[src/rtl/stopwatch_button_debouncer.sv]
// Push-button debouncer: optional 2-flop synchroniser, then a 4-state stability FSM with registered level/rise/fall.
// Define DEBOUNCE_SYNC_EN to insert the synchroniser ahead of the FSM.
module stopwatch_button_debouncer #(
    parameter int STABLE_CYCLES = 1000000,
    parameter int CNT_W         = $clog2(STABLE_CYCLES) + 1
) (
    input  logic clk_i,
    input  logic rst_i,
    input  logic btn_i,
    output logic level_o,
    output logic rise_o,
    output logic fall_o
);

    if (STABLE_CYCLES < 1) begin : g_bad_param
        $error("STABLE_CYCLES must be at least 1");
    end

    localparam logic [CNT_W-1:0] CNT_LAST  = CNT_W'(STABLE_CYCLES - 1);
    localparam logic [CNT_W-1:0] CNT_FIRST = CNT_W'(1);
    localparam bit               SINGLE    = (STABLE_CYCLES == 1);

    typedef enum logic [1:0] {
        STABLE_LOW,
        PEND_HIGH,
        STABLE_HIGH,
        PEND_LOW
    } state_t;

    logic             sample;
    state_t           state;
    logic [CNT_W-1:0] cnt;

`ifdef DEBOUNCE_SYNC_EN
    logic sync_p0;
    logic sync_p1;

    // Synchroniser stage: btn_i is asynchronous to clk_i
    always_ff @(posedge clk_i) begin
        if (rst_i) begin
            sync_p0 <= 1'b0;
            sync_p1 <= 1'b0;
        end else begin
            sync_p0 <= btn_i;
            sync_p1 <= sync_p0;
        end
    end

    assign sample = sync_p1;
`else
    assign sample = btn_i;
`endif

    // Stability FSM: cnt counts consecutive samples that differ from the accepted level
    always_ff @(posedge clk_i) begin
        if (rst_i) begin
            state   <= STABLE_LOW;
            cnt     <= '0;
            level_o <= 1'b0;
            rise_o  <= 1'b0;
            fall_o  <= 1'b0;
        end else begin
            rise_o <= 1'b0;
            fall_o <= 1'b0;
            unique case (state)
                STABLE_LOW: begin
                    if (!sample) begin
                        cnt <= '0;
                    end else if (SINGLE) begin
                        state   <= STABLE_HIGH;
                        cnt     <= '0;
                        level_o <= 1'b1;
                        rise_o  <= 1'b1;
                    end else begin
                        state <= PEND_HIGH;
                        cnt   <= CNT_FIRST;
                    end
                end
                PEND_HIGH: begin
                    if (!sample) begin
                        state <= STABLE_LOW;
                        cnt   <= '0;
                    end else if (cnt == CNT_LAST) begin
                        state   <= STABLE_HIGH;
                        cnt     <= '0;
                        level_o <= 1'b1;
                        rise_o  <= 1'b1;
                    end else begin
                        cnt <= cnt + 1'b1;
                    end
                end
                STABLE_HIGH: begin
                    if (sample) begin
                        cnt <= '0;
                    end else if (SINGLE) begin
                        state   <= STABLE_LOW;
                        cnt     <= '0;
                        level_o <= 1'b0;
                        fall_o  <= 1'b1;
                    end else begin
                        state <= PEND_LOW;
                        cnt   <= CNT_FIRST;
                    end
                end
                PEND_LOW: begin
                    if (sample) begin
                        state <= STABLE_HIGH;
                        cnt   <= '0;
                    end else if (cnt == CNT_LAST) begin
                        state   <= STABLE_LOW;
                        cnt     <= '0;
                        level_o <= 1'b0;
                        fall_o  <= 1'b1;
                    end else begin
                        cnt <= cnt + 1'b1;
                    end
                end
                default: begin
                    state   <= STABLE_LOW;
                    cnt     <= '0;
                    level_o <= 1'b0;
                end
            endcase
        end
    end

endmodule

[config.mk]
export PLATFORM = sky130hd
export DESIGN_NAME = stopwatch_button_debouncer
export DESIGN_NICKNAME = d
export VERILOG_FILES = /design/src/rtl/stopwatch_button_debouncer.sv
export SDC_FILE = /design/constraint.sdc
export NUM_CORES = 1
export LEC_CHECK = 0
export ABC_AREA = 0
export CORE_MARGIN = 2
export CORE_UTILIZATION = 45
export DETAILED_ROUTE_END_ITERATION = 10
export HOLD_SLACK_MARGIN = 0.06
export PLACE_DENSITY = 0.63
export SLEW_MARGIN = 10
export SYNTH_ARGS = -nofsm -noshare
export SYNTH_HDL_FRONTEND = slang
export SYNTH_SLANG_ARGS = --single-unit
[constraint.sdc]
create_clock -name clk_i -period 2.1 [get_ports clk_i]
set_clock_uncertainty 0.2 [all_clocks]
set_input_delay 0.21 -clock clk_i [delete_from_list [all_inputs] [get_ports clk_i]]
set_output_delay 0.21 -clock clk_i [all_outputs]
set_load 0.1 [all_outputs]
==> impl_metrics.env <==
export IMPL_status="finished, final reports clean"
export IMPL_hold_viol=0
export IMPL_synth_area_leaders="dfxtp_1 43%, xnor2_1 7.3%, nor2_1 5.3%"
export IMPL_synthCells=133
export IMPL_yosys_warnings=0
export IMPL_r2r_slack_ps=110
export IMPL_finalSetupViolations=0
export IMPL_slowest_delay_ps=480
export IMPL_critical_path_buf_inv_count=0
export IMPL_final_setup_worst_slack_ps=111
export IMPL_vias=926
export IMPL_port_buffers=5
export IMPL_fmax_mhz=503
export IMPL_place_congestion=0.857
export IMPL_period_needed_ps=1990
export IMPL_start_util=0.479
export IMPL_yosysSeqAreaShare=0.434
export IMPL_die_area_mm2=0.00309
export IMPL_wl_per_cell_um=11.8
export IMPL_synth_compound_area_share=0.104
export IMPL_numCtsBuffers=3
export IMPL_path_class="reg -> reg"
export IMPL_use_met2=0.252
export IMPL_ys_ff_latch=26
export IMPL_startpoint_type="register"
export IMPL_grt_util_met3=0.0209
export IMPL_ant_nets=0
export IMPL_synth_top_cell_by_area="dfxtp_1"
export IMPL_crit_slowest_cell="or4_4"
export IMPL_met1_usage=0.180
export IMPL_antenna_cells=0
export IMPL_synthDistinctLibCells=31
export IMPL_synthTopCellsByCount="26 x dfxtp_1, 17 x nor2_1, 10 x xnor2_1"
export IMPL_synthArstFlopShare=0
export IMPL_relSlewSlack=0.771
export IMPL_required_ps=2150
export IMPL_hold_path_class="reg -> reg"
export IMPL_via_per_inst=5.42
export IMPL_post_cts_buffers=0
export IMPL_grt_total_usage=0.144
export IMPL_cts_root_buffer="clkbuf_4"
export IMPL_syn2layout_area_growth_pct=10.4
export IMPL_syn_area_mm2=0.00120
export IMPL_clock_sinks=26
export IMPL_synth_net_count=137
export IMPL_antenna_found_initial=0
export IMPL_clk_latency_ps=320
export IMPL_synth_adder_area_share=0.0104
export IMPL_dp_hpwl_mm=1.55
export IMPL_p_leak_uw=0.000412
export IMPL_drc=0
export IMPL_ioPinCount=6
export IMPL_overflow=0
export IMPL_clk_path_buf_depth=2
export IMPL_place_inst=167
export IMPL_row_count=18
export IMPL_maxCapViolations=0
export IMPL_dp_slack_ps=96.7
export IMPL_crit_family="simple AND/OR/NAND/NOR gates"
export IMPL_cts_clk_slew_worst_paths_ps=140
export IMPL_synthSimpleGateAreaFrac=0.301
export IMPL_synth_edf_count=0
export IMPL_crit_fanout=5
export IMPL_final_setup_tns_ps=0
export IMPL_busiest_layer="met2"
export IMPL_synth_top_family_by_area="simple AND/OR/NAND/NOR gates"
export IMPL_grt_first_pass_wirelength_mm=3.67
export IMPL_power_density_mw_per_mm2=663
export IMPL_die_h_um=55.6
export IMPL_drive_above_1_share=0.142
export IMPL_core_area_mm2=0.00250
export IMPL_firstDrtPassIters=4
export IMPL_fin_nets=146
export IMPL_power_total_uw=878
export IMPL_syn_avg_cell_area_um2=9.01
export IMPL_grt_max_degree=21
export IMPL_synth_most_common_cell="dfxtp_1"
export IMPL_dr_first_iter_drc_count=10
export IMPL_fin_cells=171
export IMPL_crit_path_end_kind="register"
export IMPL_synth_flop_cell="dfxtp_1"
export IMPL_synth_top_area_frac=0.434
export IMPL_path_cells="ha_1 -> nand4_1 -> or4_4 -> or3_1 -> a21oi_1"
export IMPL_fin_crit_sh=0.947
export IMPL_synthXorXnorAreaFrac=0.102
export IMPL_tightest_slew_ps=341
export IMPL_rsz0062_at_grt="no"
export IMPL_critPathArrivalTime_ps=2040
export IMPL_totalWireLength_mm=2.02
export IMPL_peakVddDrop_uv=409
export IMPL_cts_max_level=1
export IMPL_fp_dieW_um=55.6
export IMPL_muxShareOfSynthArea=0
export IMPL_final_max_slew_viol_count=0
export IMPL_grt_pass1_vias=887
export IMPL_postLayoutCoreUtil=0.530
export IMPL_cts_tree="done"
[registers in the layout, indices dropped and copies added (netlist names), named ones only]
signal,count
cnt,21
fall_o,1
level_o,1
rise_o,1
state,1
[per-stage QoR]
step | hold slack (ps) | cell area (um^2)
floorplan | 79.1 | 1200
global placement | 270 | 1270
detailed placement | 273 | 1270
CTS | 295 | 1320
global route | 348 | 1320
finish | 291 | 1320
[where the power goes]
| group | internal [uW] | switching, uW | total (uW) |
|---|---|---|---|
| Sequential | 498 | 4.94 | 503 |
| Clock | 193 | 147 | 339 |
| Combinational | 12.3 | 23.8 | 36.1 |
[layout by cell type, fill, tap and decap left out, types with 3 or more instances in the layout]
master,count
a21oi_1,7
nor2_1,17
o21ai_0,4
nand4_1,8
xnor2_1,10
nand3_1,5
or3_1,4
clkbuf_4,3
nor4_1,4
inv_1,7
buf_4,6
nand2_1,6
dfxtp_1,25
or4_1,4
xor2_1,4
nor3_1,3
[kinds of logic after synthesis]
family	Yosys count
AOI/OAI and AO/OA	20
and+or+nand+nor	61
adders and majority gates	1
buffers and inverters	11
xor gates and xnor gates	14
DFF	26
[layer usage]
metal / wire, um / vias up / part of all wire
li1: - / 486 / -
met1: 983 / 431 / 0.49
met2: 979 / 5 / 0.48
met3: 30 / 4 / 0.015
met4: 28 / 0 / 0.014
met5: 0 / - / 0
[tightest hold or removal path, cell delays in order (launching register included)]
cell and delay, ps:
dfxtp_1 340, o31ai_1 60, a21oi_1 50
[worst paths after layout]
kind,startpoint,cells after the start,end
hold / removal,cnt[19]$_SDFF_PP0_,2,cnt[19]$_SDFF_PP0_
setup / recovery,cnt[1]$_SDFF_PP0_,5,cnt[18]$_SDFF_PP0_
setup reg to reg,cnt[1]$_SDFF_PP0_,5,cnt[18]$_SDFF_PP0_
hold reg to reg,cnt[19]$_SDFF_PP0_,2,cnt[19]$_SDFF_PP0_
[cell type report]
class / count / area (um^2)
Fill cell: 243 / 1180
Inverter: 7 / 26.3
Clock inverter: 1 / 30.0
Tap cell: 30 / 37.5
Sequential cell: 26 / 522
Timing Repair Buffer: 8 / 65.1
Multi-Input combinational cell: 96 / 621
Clock buffer: 3 / 22.5
[repair_timing]
item,4_1_cts,5_1_grt
resized for setup,0,1
hold buffers,0,0
setup endpoints to repair,0,2
(Power assumes the default switching activity.)
